==> src/rtl/accum_alu_pkg.sv <==
// Shared opcode encoding, sequencer state type and opcode width for accum_alu.
package accum_alu_pkg;

  localparam int OPCODE_W = 4;

  // Codes 12-15 are intentionally left unnamed; they decode as illegal.
  typedef enum logic [OPCODE_W-1:0] {
    OP_NOP = 4'd0,
    OP_AND = 4'd1,
    OP_ADD = 4'd2,
    OP_LDA = 4'd3,
    OP_CMA = 4'd4,
    OP_CIR = 4'd5,
    OP_CIL = 4'd6,
    OP_CLA = 4'd7,
    OP_CLE = 4'd8,
    OP_CME = 4'd9,
    OP_INC = 4'd10,
    OP_MUL = 4'd11
  } op_e;

  typedef enum logic {
    ST_IDLE     = 1'b0,
    ST_MUL_BUSY = 1'b1
  } state_e;

endpackage

==> src/rtl/accum_alu_mul.sv <==
// Unsigned shift-add multiplier sequencer: one partial product per cycle, WIDTH steps.
// done is high during the final step cycle; product then holds the complete result.
module accum_alu_mul #(
  parameter int WIDTH = 8
) (
  input  logic               clk,
  input  logic               rst_n,
  input  logic               start,
  input  logic [WIDTH-1:0]   a,
  input  logic [WIDTH-1:0]   b,
  output logic               done,
  output logic [2*WIDTH-1:0] product
);

  localparam int CNT_W = $clog2(WIDTH);
  localparam logic [CNT_W-1:0] LAST_STEP = CNT_W'(WIDTH - 1);

  logic               busy;
  logic [CNT_W-1:0]   cnt;
  logic [2*WIDTH-1:0] mcand;
  logic [2*WIDTH-1:0] acc;
  logic [WIDTH-1:0]   mplier;

  always_ff @(posedge clk or negedge rst_n) begin
    if (!rst_n) begin
      busy <= 1'b0;
      cnt  <= '0;
    end else if (start) begin
      busy <= 1'b1;
      cnt  <= '0;
    end else if (busy) begin
      if (cnt == LAST_STEP) begin
        busy <= 1'b0;
        cnt  <= '0;
      end else begin
        cnt <= cnt + 1'b1;
      end
    end
  end

  // Operand/partial registers carry no reset: busy gates every use of them.
  always_ff @(posedge clk) begin
    if (start) begin
      mcand  <= {{WIDTH{1'b0}}, a};
      mplier <= b;
      acc    <= '0;
    end else if (busy) begin
      acc    <= product;
      mcand  <= mcand << 1;
      mplier <= mplier >> 1;
    end
  end

  assign product = acc + (mplier[0] ? mcand : '0);
  assign done    = busy && (cnt == LAST_STEP);

endmodule

==> src/rtl/accum_alu.sv <==
// Accumulator ALU with carry flag E; single-cycle ops plus an optional multi-cycle MUL.
// MUL hardware is built only when ACCUM_ALU_MUL_EN is defined; otherwise op 11 is illegal.
module accum_alu
  import accum_alu_pkg::*;
#(
  parameter int   WIDTH = 8,
  parameter logic E_RST = 1'b0
) (
  input  logic                clk,
  input  logic                rst_n,
  input  logic                op_valid,
  output logic                op_ready,
  input  logic [OPCODE_W-1:0] op_code,
  input  logic [WIDTH-1:0]    dr,
  input  logic                cin,
  output logic [WIDTH-1:0]    ac,
  output logic                e,
  output logic                ac_zero,
  output logic                done,
  output logic                illegal
);

  logic             accept;
  logic [WIDTH:0]   add_sum;
  logic [WIDTH:0]   inc_sum;
  logic [WIDTH-1:0] ac_nxt;
  logic             e_nxt;
  logic             illegal_nxt;
  logic             done_nxt;
  logic             mul_start;
  logic             mul_done;

  assign accept  = op_valid && op_ready;
  assign add_sum = {1'b0, ac} + {1'b0, dr} + {{WIDTH{1'b0}}, cin};
  assign inc_sum = {1'b0, ac} + (WIDTH + 1)'(1);
  assign ac_zero = (ac == '0);

`ifdef ACCUM_ALU_MUL_EN
  state_e             state;
  state_e             state_nxt;
  logic [2*WIDTH-1:0] mul_product;

  accum_alu_mul #(.WIDTH(WIDTH)) u_mul (
    .clk     (clk),
    .rst_n   (rst_n),
    .start   (mul_start),
    .a       (ac),
    .b       (dr),
    .done    (mul_done),
    .product (mul_product)
  );

  always_ff @(posedge clk or negedge rst_n) begin
    if (!rst_n) state <= ST_IDLE;
    else        state <= state_nxt;
  end

  always_comb begin
    state_nxt = state;
    case (state)
      ST_IDLE:     if (mul_start) state_nxt = ST_MUL_BUSY;
      ST_MUL_BUSY: if (mul_done)  state_nxt = ST_IDLE;
      default:     state_nxt = ST_IDLE;
    endcase
  end

  assign op_ready = (state == ST_IDLE);
`else
  assign op_ready = 1'b1;
  assign mul_done = 1'b0;
`endif

  always_comb begin
    ac_nxt      = ac;
    e_nxt       = e;
    illegal_nxt = 1'b0;
    mul_start   = 1'b0;
    if (accept) begin
      case (op_e'(op_code))
        OP_NOP: ;
        OP_AND: ac_nxt = ac & dr;
        OP_ADD: {e_nxt, ac_nxt} = add_sum;
        OP_LDA: ac_nxt = dr;
        OP_CMA: ac_nxt = ~ac;
        OP_CIR: {ac_nxt, e_nxt} = {e, ac};
        OP_CIL: {e_nxt, ac_nxt} = {ac, e};
        OP_CLA: ac_nxt = '0;
        OP_CLE: e_nxt = 1'b0;
        OP_CME: e_nxt = ~e;
        OP_INC: {e_nxt, ac_nxt} = inc_sum;
`ifdef ACCUM_ALU_MUL_EN
        OP_MUL: mul_start = 1'b1;
`endif
        default: illegal_nxt = 1'b1;
      endcase
    end
`ifdef ACCUM_ALU_MUL_EN
    // The product lands only on the last step edge, so an aborted MUL leaves ac/e intact.
    if (mul_done) begin
      ac_nxt = mul_product[WIDTH-1:0];
      e_nxt  = |mul_product[2*WIDTH-1:WIDTH];
    end
`endif
  end

  assign done_nxt = (accept && !mul_start) || mul_done;

  always_ff @(posedge clk or negedge rst_n) begin
    if (!rst_n) begin
      ac      <= '0;
      e       <= E_RST;
      done    <= 1'b0;
      illegal <= 1'b0;
    end else begin
      ac      <= ac_nxt;
      e       <= e_nxt;
      done    <= done_nxt;
      illegal <= illegal_nxt;
    end
  end

endmodule

==> config.mk <==
export PLATFORM = sky130hd
export DESIGN_NAME = accum_alu
export DESIGN_NICKNAME = d
export VERILOG_FILES = /design/src/rtl/accum_alu_pkg.sv /design/src/rtl/accum_alu_mul.sv /design/src/rtl/accum_alu.sv
export SDC_FILE = /design/constraint.sdc
export NUM_CORES = 1
export LEC_CHECK = 0
export BUFFER_PORTS_ARGS = -buffer_cell sky130_fd_sc_hd__buf_2
export CAP_MARGIN = 20
export CORE_UTILIZATION = 45
export DETAILED_ROUTE_END_ITERATION = 8
export PLACE_DENSITY_LB_ADDON = 0.12
export SETUP_SLACK_MARGIN = 0.2
export SLEW_MARGIN = 20
export SYNTH_ARGS = -nofsm -noshare
export SYNTH_HDL_FRONTEND = slang
export SYNTH_SLANG_ARGS = --single-unit
==> constraint.sdc <==
create_clock -name clk -period 2.6 [get_ports clk]
set_input_delay 0.39 -clock clk [delete_from_list [all_inputs] [get_ports clk]]
set_output_delay 0.39 -clock clk [all_outputs]
set_load 0.01 [all_outputs]
After elaboration in Yosys (flattened, before gate mapping). Cells that the tools add are included.

Input port bits: 16. Register bits: 11. Logic and storage cells: 31.

Multiplexer cells: 4. Bitwise operators: 3. Reductions and logical operators: 7. Add/subtract/negate cells: 3. Equal/unequal tests: 10.

Operators with widths (number): 8-bit case mux with 8 select lines (1); 4-bit by 3-bit equality test with 1-bit output, second input constant (4); 4-bit equality test, second input constant (3); 11-bit OR reduction (1); 8-bit by 1-bit adder with 9-bit output, second input constant (1); 8-bit by 8-bit adder with 9-bit output (1); 9-bit by 1-bit adder with 9-bit output (1); 8-bit AND (1); 4-bit by 2-bit equality test with 1-bit output, second input constant (2); 8-bit logical NOT (1); 8-bit NOT (1); 8-bit nonzero test (1); 1-bit case mux with 6 select lines (1); 6-bit nonzero test (1); 4-bit by 1-bit equality test with 1-bit output, second input constant (1); 4-bit logical NOT (1); 2-bit AND reduction (2); 1-bit 2-to-1 mux (2); 1-bit NOT (1).

Depth between registers and ports, before layout. Gate-level depths: netlist of run 1.

Depth in word-level cells: 4. Gate-level depth with buffers: 7.

Worst setup path before layout of run 1. OpenSTA, ideal clock, no wires.

Path kind: register -> register. Start point: reg ac[0]. End point: reg ac[6]. Slack: 0.333 ns. Setup time: 0.125 ns. Stages on the path, launching flop included: 8. Data arrival time: 2.142 ns. Clock period less this slack: 2.267 ns. Cell sequence: dfrtp_1 -> fa_1 -> fa_1 -> a21o_1 -> a221oi_2 -> xnor2_1 -> a221oi_2 -> o31ai_2.

Longest elaborated chain between the ends: 3. Elaborated cells between the ends (all ways): 4. Those cells by class: add/sub: 3; mux: 1.

RTL lines: start, declared (line accum_alu.sv:16) `output logic [WIDTH-1:0] ac,`; start signal, assigned (line accum_alu.sv:115) `ac <= ac_nxt;`; 8-bit by 8-bit adder with 9-bit output (line accum_alu.sv:34) `assign add_sum = {1'b0, ac} + {1'b0, dr} + {{WIDTH{1'b0}}, cin};`; 9-bit by 1-bit adder with 9-bit output (line accum_alu.sv:34); 8-bit case mux with 8 select lines (*) (line accum_alu.sv:79) `case (op_e'(op_code))`.

Mark *: on every way between the ends. The rest lies on a longest branch, timed or not. A chain may end at the register's enable or synchronous reset.

Final worst setup path of run 1. Ends and elaborated chain as after synthesis.

==> metrics.md, run 1 <==
| Metric | Value |
|---|---|
| CTS Buf Count | 3 |
| DP HPWL | ~3400 µm |
| Vias per cell | 6.291 |
| Avg Synthesized Cell Area | roughly 7.8 µm² |
| Antenna cells | 0 |
| Crit path largest cell delay | around 0.44 ns |
| Top_reg_cell synth | dfrtp_1 |
| Post-Route WL | 4867 µm |
| Fin crit share | 0.9002 |
| GR Layer Usage met3 | 0.03992 |
| Synthesized cell area | 0.001603 mm² |
| GRT busiest layer | met2 |
| #FFs+latches synth | 11 |
| Power density over the cells | roughly 520 mW/mm² |
| Fmax | about 0.43 GHz |
| CTS root buffer | clkbuf_4 |
| GRT overflow | 0 |
| Hold Fails Final Rpt | 0 |
| Bufs and invs on worst path | 0 |
| IO Port Bufs | 27 |
| Sum Neg Setup Slack | 0 ns |
| TritonCTS clock tree | yes |
| I/O Pins | 29 |
| CP Class | flip-flop to flip-flop |
| Critical-path top delay cell | fa_1 |
| Die height | just over 60 µm |
| Yosys warns | 0 |
| Later-pin clock latency in the skew report | 0.29 ns |
| Mapped Nets | 234 |
| Final Setup Violations | 0 |
| Met1 track demand over resource | 0.3759 |
| Worst slack at placement | just under 0.09 ns |
| Initial antenna violation count | 0 |
| Async SR Flop Fraction | 1.000 |
| Final hold slack | 0.3173 ns |
| Post-synth cell types | a little under 60 |
| Crit path cell chain | fa_1 -> fa_2 -> a21o_1 -> a221oi_2 -> xnor2_1 -> a221oi_2 -> o31ai_2 |
| Post-Synthesis Cells | 206 |
| Mean routed wirelength per cell | 17.51 µm |
| Post-synth EDFFs | 0 |
| Crit start category | flip-flop |
| Number of global-route vias before repair | about 1500 |
| Worst-margin pin slew | ~0.96 ns |
| CP Max Fanout | 2 |
| Post-layout nets | roughly 260 |
| CTS H-tree lvls | 1 |
| Full die area | approximately 0.0038 mm² |
| Die X | 61.68 µm |
| Critical Path RT | 2.78 ns |
| Post-route DRC | 0 |
| Share of layout cells above drive strength 1 | 0.2716 |
| Worst Clk Skew | around 0.0037 ns |
| Worst Path Arrival | 2.52 ns |
| Number of max-slew violations in the final report | 0 |
| Maximum root-to-sink buffer count | 2 |
| DRC marker count from the first detailed-route iteration | 102 |
| Row count | 21 |
| M2 GR Usage | 0.4040 |
| Worst VDD drop | ~0.25 mV |
| Initial Utilization | 0.4766 |
| Relative slew slack | 0.3561 |
| Placer Congestion | around 1.0 |
| First-pass GRT wire length | ~7300 µm |
| Most frequent CP cell | a221oi_2 |
| RSZ-0062 raised after global routing | yes |
| Min Tclk post-route | between 2 and 2.5 ns |
| Status | finished clean |
| Max cap viols | 0 |
| P_leak | roughly 0.83 nW |
| Most frequent cells in the layout | buf_2 (27), a21oi_1 (23), nand2_1 (17), nor2_1 (16), buf_4 (12) |
| Area growth, synth to finish | 15.61% |
| CP delay by family, top | compound AO/OA/AOI/OAI gates |
| Pre-antenna DRT Iters | 4 |
| Crit end category | flip-flop |
| Most common cell after layout, fill and taps aside | buf_2 |
| Clock Sinks | 11 |
| Largest net degree at the start of global routing | 27 |
| Global-route usage over all layers | 0.2667 |
| Core Area | between 0.003 and 0.004 mm² |
| Clock transition at path regs | around 0.09 ns |
| Register area share after synthesis | 0.1717 |
| Worst Setup Slack, final | between 0.2 and 0.3 ns |
| Hold crit path type | input port to flip-flop |
| Number of antenna-violating nets in the routed design | 0 |
| DR vias | ~1700 |
-- synth_stat cells, types with 3 or more instances --
master,number,share of area
and3_1,5,0.020
nor2_1,16,0.037
xor2_1,3,0.016
a21oi_1,23,0.072
buf_2,7,0.022
o22ai_1,5,0.020
o31ai_1,3,0.014
a31oi_1,3,0.012
o221ai_1,3,0.016
nand3_1,6,0.019
a211oi_1,5,0.023
nand2_1,17,0.040
buf_6,4,0.028
a21o_1,4,0.019
nand3b_1,3,0.014
clkbuf_1,5,0.012
o21ai_1,4,0.012
xnor2_1,7,0.038
o21ai_0,6,0.019
a32oi_1,4,0.022
nor2b_1,3,0.012
dfrtp_1,11,0.17
ha_1,10,0.078
-- repair_timing --
action | CTS | global route
resized for setup | 1 | 9
pin swaps | 0 | 2
endpoints found under the setup margin | 1 | 3
hold buffers | 1 | 0
hold endpoints to repair | 11 | 0
buffers inserted | 0 | 7
-- sequential cells by signal, indices dropped and copies added, names as in the netlist --
register,flops
ac,8
done,1
e,1
illegal,1
-- worst paths after layout --
kind,cells past startpoint,endpoint,slack (ns),start
min in group asynchronous,2,ac[0],0.51,rst_n
min,1,done,0.32,op_valid
min reg2reg,2,ac[1],0.56,ac[1]
max reg2reg,7,ac[6],0.26,ac[0]
max in group asynchronous,2,ac[1],1.82,rst_n
max,7,ac[6],0.26,ac[0]
-- stage by stage --
stage / instances / cell area [µm²] / util / total power, mW
2_1_floorplan: 206 / 1603 / - / 0.6157
3_3_place_gp: 266 / 1723 / 0.5123 / 0.7485
3_5_place_dp: 266 / 1723 / 0.5123 / 0.7591
4_1_cts: 271 / 1765 / 0.5249 / 0.9018
5_1_grt: 278 / 1853 / 0.5510 / 1.028
6_report: 278 / 1853 / 0.5510 / 0.9595
-- where the power goes --
part / internal [mW] / total, mW / switching (mW)
registers: 0.203 / 0.253 / 0.0496
clock network: 0.0598 / 0.136 / 0.0765
logic: 0.261 / 0.571 / 0.310
total: 0.524 / 0.959 / 0.436
-- layout make-up --
class,count,area [µm²]
tap,46,57.56
inverter,4,17.52
sequential,11,276.5
multi-input combinational,172,1229
clock buffer,4,26.28
timing repair buffer,41,246.5
fill,349,1510
-- routing by layer --
layer,vias to the layer above,wire length (µm)
met3,8,440
met2,104,2321
met5,-,0
li1,826,-
met1,811,2019
met4,0,86
-- logic make-up (layout without fill, tap and decap cells) --
| logic type | Yosys count | count (layout) | synth area share |
|---|---|---|---|
| xor gates and xnor gates | 10 | 10 | 0.05465 |
| muxes | 2 | 2 | 0.01405 |
| adders and majority gates | 12 | 12 | 0.1030 |
| AOI/OAI and AO/OA | 78 | 78 | 0.3412 |
| buffers and inverters | 23 | 49 | 0.08274 |
| and+or+nand+nor | 69 | 69 | 0.2303 |
| DFF | 11 | 11 | 0.1717 |
| other | 1 | 1 | 0.002340 |
(Power assumes the default switching activity.)
==> run 2: changes to the inputs <==
- ABC_AREA: unset -> 1
==> run 2 against run 1 <==
Effect of this change: total power fell by 15%; sequential share of layout area rose by 0.99 points; critical path depth rose by 2; final area decreased by 6.6%; first-iteration DRC count is 0.98% lower; routed wire length is 7.7% lower; synthesized cell count increased by 27%; sequential power is 2% higher; clock power hardly changed; core utilization increased by 0.22 points; combinational power fell by 25%; worst hold slack worse by 0.029 ns; highest routed layer unchanged.
==> metrics.md, run 2 <==
| Metric | Value |
|---|---|
| Clock Sinks | 11 |
| Yosys top cell by area | nand2_1 |
| CP Class | flip-flop to flip-flop |
| Hold crit path type | input port to flip-flop |
| Row count | 20 |
| Reg power frac | 0.316 |
| Post-synth EDFFs | 0 |
| Avg Synthesized Cell Area | ~5.8 µm² |
| Yosys warns | 0 |
| Routed length on met1 | between 2000 and 2500 µm |
| PostCTS Resize Cnt | 0 |
| TritonCTS clock tree | yes |
| CTS root buffer | clkbuf_4 |
| Clock transition at path regs | 0.09 ns |
| Mapped Nets | ~290 |
| CTS H-tree lvls | 1 |
| Top_reg_cell synth | dfrtp_1 |
| Critical Path RT | between 2 and 3 ns |
| Cell area after placement | around 0.0017 mm² |
| Worst Setup Slack, final | 0.4731 ns |
| Number of max-slew violations in the final report | 0 |
| Worst Hold End | done |
| Fin crit share | 0.8180 |
| Worst R2R Path Depth | 9 |
| Flop-to-flop setup slack | between 0.4 and 0.5 ns |
| Mean routed wirelength per cell | ~13 µm |
| Final Cell Area | between 0.0015 and 0.002 mm² |
| Reg2Reg Launch Point | ac[0] |
| Crit end category | flip-flop |
| Register area share after synthesis | 0.1808 |
| Number of flip-flops in the largest register | 8 |
| Post-route DRC | 0 |
| Number of global-route vias before repair | about 1600 |
| Crit path largest cell delay | roughly 0.48 ns |
| Most frequent CP cell | nand2_1 |
| Largest net degree at the start of global routing | 15 |
| Vias per cell | 5.334 |
| DP HPWL | ~3400 µm |
| GRT overflow | 0 |
| Later-pin clock latency in the skew report | 0.29 ns |
| Most frequent cells in the layout | nand2_1 (92), nor2_1 (36), buf_2 (27), nand3_1 (25), inv_1 (23) |
| Most frequent cells after synthesis | nand2_1 (92), nor2_1 (36), nand3_1 (25) |
| Fillers | roughly 340 |
| Worst hold path stage count | 1 |
| Core Area | 0.003128 mm² |
| Most frequent cell after synthesis | nand2_1 |
| Top cells by area, synth | nand2_1 (23%), dfrtp_1 (18%), nor2_1 (8.9%), ha_1 (8.2%), nand3_1 (8.2%) |
| Post-synth top area share | 0.2268 |
| Power density over the cells | about 470 mW/mm² |
| RSZ-0062 raised after global routing | no |
| Post-Route WL | between 4000 and 5000 µm |
| Clock share of power | 0.163 |
| DR WL met3 | ~280 µm |
| Most common cell after layout, fill and taps aside | nand2_1 |
| Worst Clk Skew | about 0.011 ns |
| Switch share | 0.4885 |
| CP Max Fanout | 8 |
| Share of layout cells above drive strength 1 | 0.1649 |
| Initial antenna violation count | 0 |
| Max cap viols | 0 |
| Sum Neg Setup Slack | 0 ns |
| P_leak | 0.9088 nW |
| R2r endpoint | ac[2] |
| Crit path cell chain | fa_1 -> fa_1 -> or2_2 -> nand3_1 -> nand2_1 -> nor2_1 -> nand2_1 -> nand2_1 -> nand2_1 |
| Most flop-heavy register | ac |
| Min Tclk post-route | approximately 2.1 ns |
| Post-Synthesis Cells | approximately 260 |
| DRC marker count from the first detailed-route iteration | approximately 100 |
| Initial Utilization | 0.4868 |
| Pre-antenna DRT Iters | 4 |
| Fmax | ~0.47 GHz |
| Highest metal used | met4 |
| Worst VDD drop | 0.2629 mV |
| Post-layout nets | 320 |
| Hold Fails Final Rpt | 0 |
| Antenna cells | 0 |
| DR vias | roughly 1800 |
| IO Port Bufs | 27 |
| Sw power | roughly 0.40 mW |
| Maximum root-to-sink buffer count | 2 |
| Async SR Flop Fraction | 1.000 |
| Comb pwr share | 0.521 |
| First-pass GRT wire length | around 7300 µm |
| Die X | about 60 µm |
| Final Setup Violations | 0 |
| Worst slack at placement | between 0.4 and 0.5 ns |
| Synthesized cell area | 0.001523 mm² |
| Crit start category | flip-flop |
| Full die area | ~0.0036 mm² |
| Critical-path top delay cell | dfrtp_1 |
| I/O Pins | 29 |
| Internal | 0.4185 mW |
| Die height | between 60 and 70 µm |
| Area growth, synth to finish | 13.64% |
| Placer Congestion | 0.9076 |
| CTS Buf Count | 3 |
| Worst Path Arrival | around 2.3 ns |
| Worst Min Path Start | op_valid |
| Status | finished clean |
| Met2 Wirelength | around 2000 µm |
| Number of antenna-violating nets in the routed design | 0 |
| Global-route usage over all layers | 0.2726 |
| Post-synth cell types | 28 |
| #FFs+latches synth | 11 |
run 2: cell types whose count changed after synthesis, sizes merged, moves of 5 or more:
cell and change:
a211oi -5, a21oi -15, and3 -5, buf -12
clkbuf -5, inv +23, nand2 +79, nand3 +20
nor2 +26, xnor2 -7
run 2: cell type report:
type | count | area, µm² | area share
multi-input combinational | 221 | 1127 | 0.6515
sequential | 11 | 275.3 | 0.1591
timing repair buffer | 28 | 145.1 | 0.08388
inverter | 27 | 101.3 | 0.05857
tap | 44 | 55.05 | 0.03181
clock buffer | 4 | 26.28 | 0.01518
run 2: stage by stage:
stage | util | total power, mW | cells | hold WS (ns)
CTS | 0.5532 | 0.8137 | 335 | 0.2890
floorplan | - | 0.5452 | 261 | 0.09441
detailed placement | 0.5416 | 0.6805 | 330 | 0.2949
global route | 0.5532 | 0.8853 | 335 | 0.2948
finish | 0.5532 | 0.8181 | 335 | 0.2885
global placement | 0.5416 | 0.6766 | 330 | 0.2924
run 2: worst max-delay path by stage:
| stage | start | endpoint | slack, ns | depth (start not counted) |
|---|---|---|---|---|
| 3_5_place_dp | dr[0] | ac[2] | 0.41 | 10 |
| 3_3_place_gp | dr[0] | ac[2] | 0.44 | 10 |
| 5_1_grt | ac[0] | ac[6] | 0.32 | 10 |
| 6_report | ac[0] | ac[2] | 0.47 | 9 |
| 2_1_floorplan | ac[0] | ac[2] | 0.57 | 9 |
| 4_1_cts | ac[0] | ac[2] | 0.47 | 9 |
run 2: per-layer routing:
| layer | track usage | up-vias |
|---|---|---|
| met3 | 0.01299 | 7 |
| li1 | - | 912 |
| met5 | 0 | - |
| met2 | 0.4349 | 67 |
| met4 | 0.1063 | 0 |
| met1 | 0.3822 | 801 |
run 2: cells by family (layout without fill, tap and decap cells):
logic type | count (synthesis) | after routing | synth area share
buf+inv | 29 | 59 | 0.07888
simple gates | 179 | 179 | 0.5267
flops | 11 | 11 | 0.1808
fa+ha+maj | 12 | 12 | 0.1085
compound gates | 29 | 29 | 0.1027
other cells | 1 | 1 | 0.002463
run 2: power groups by stage:
stage / Clock, mW / Sequential [mW] / Combinational, mW
after global routing: 0.139 / 0.264 / 0.483
final: 0.133 / 0.259 / 0.426
after CTS: 0.133 / 0.258 / 0.423
after floorplan: 0 / 0.263 / 0.282
after global placement: 0 / 0.261 / 0.416
after detailed placement: 0 / 0.261 / 0.419
run 2: repair_timing:
item / in CTS / in global routing
hold buffers: 1 / 0
endpoints found under the setup margin: 0 / 0
endpoints found under the hold margin: 11 / 0
buffers inserted: 0 / 0
run 2: worst max-delay path: cells and delay by family, from the launching register on:
family        cells  cell delay, ns
simple gates      7            0.69
fa+ha+maj         2            0.86
flops             1            0.48
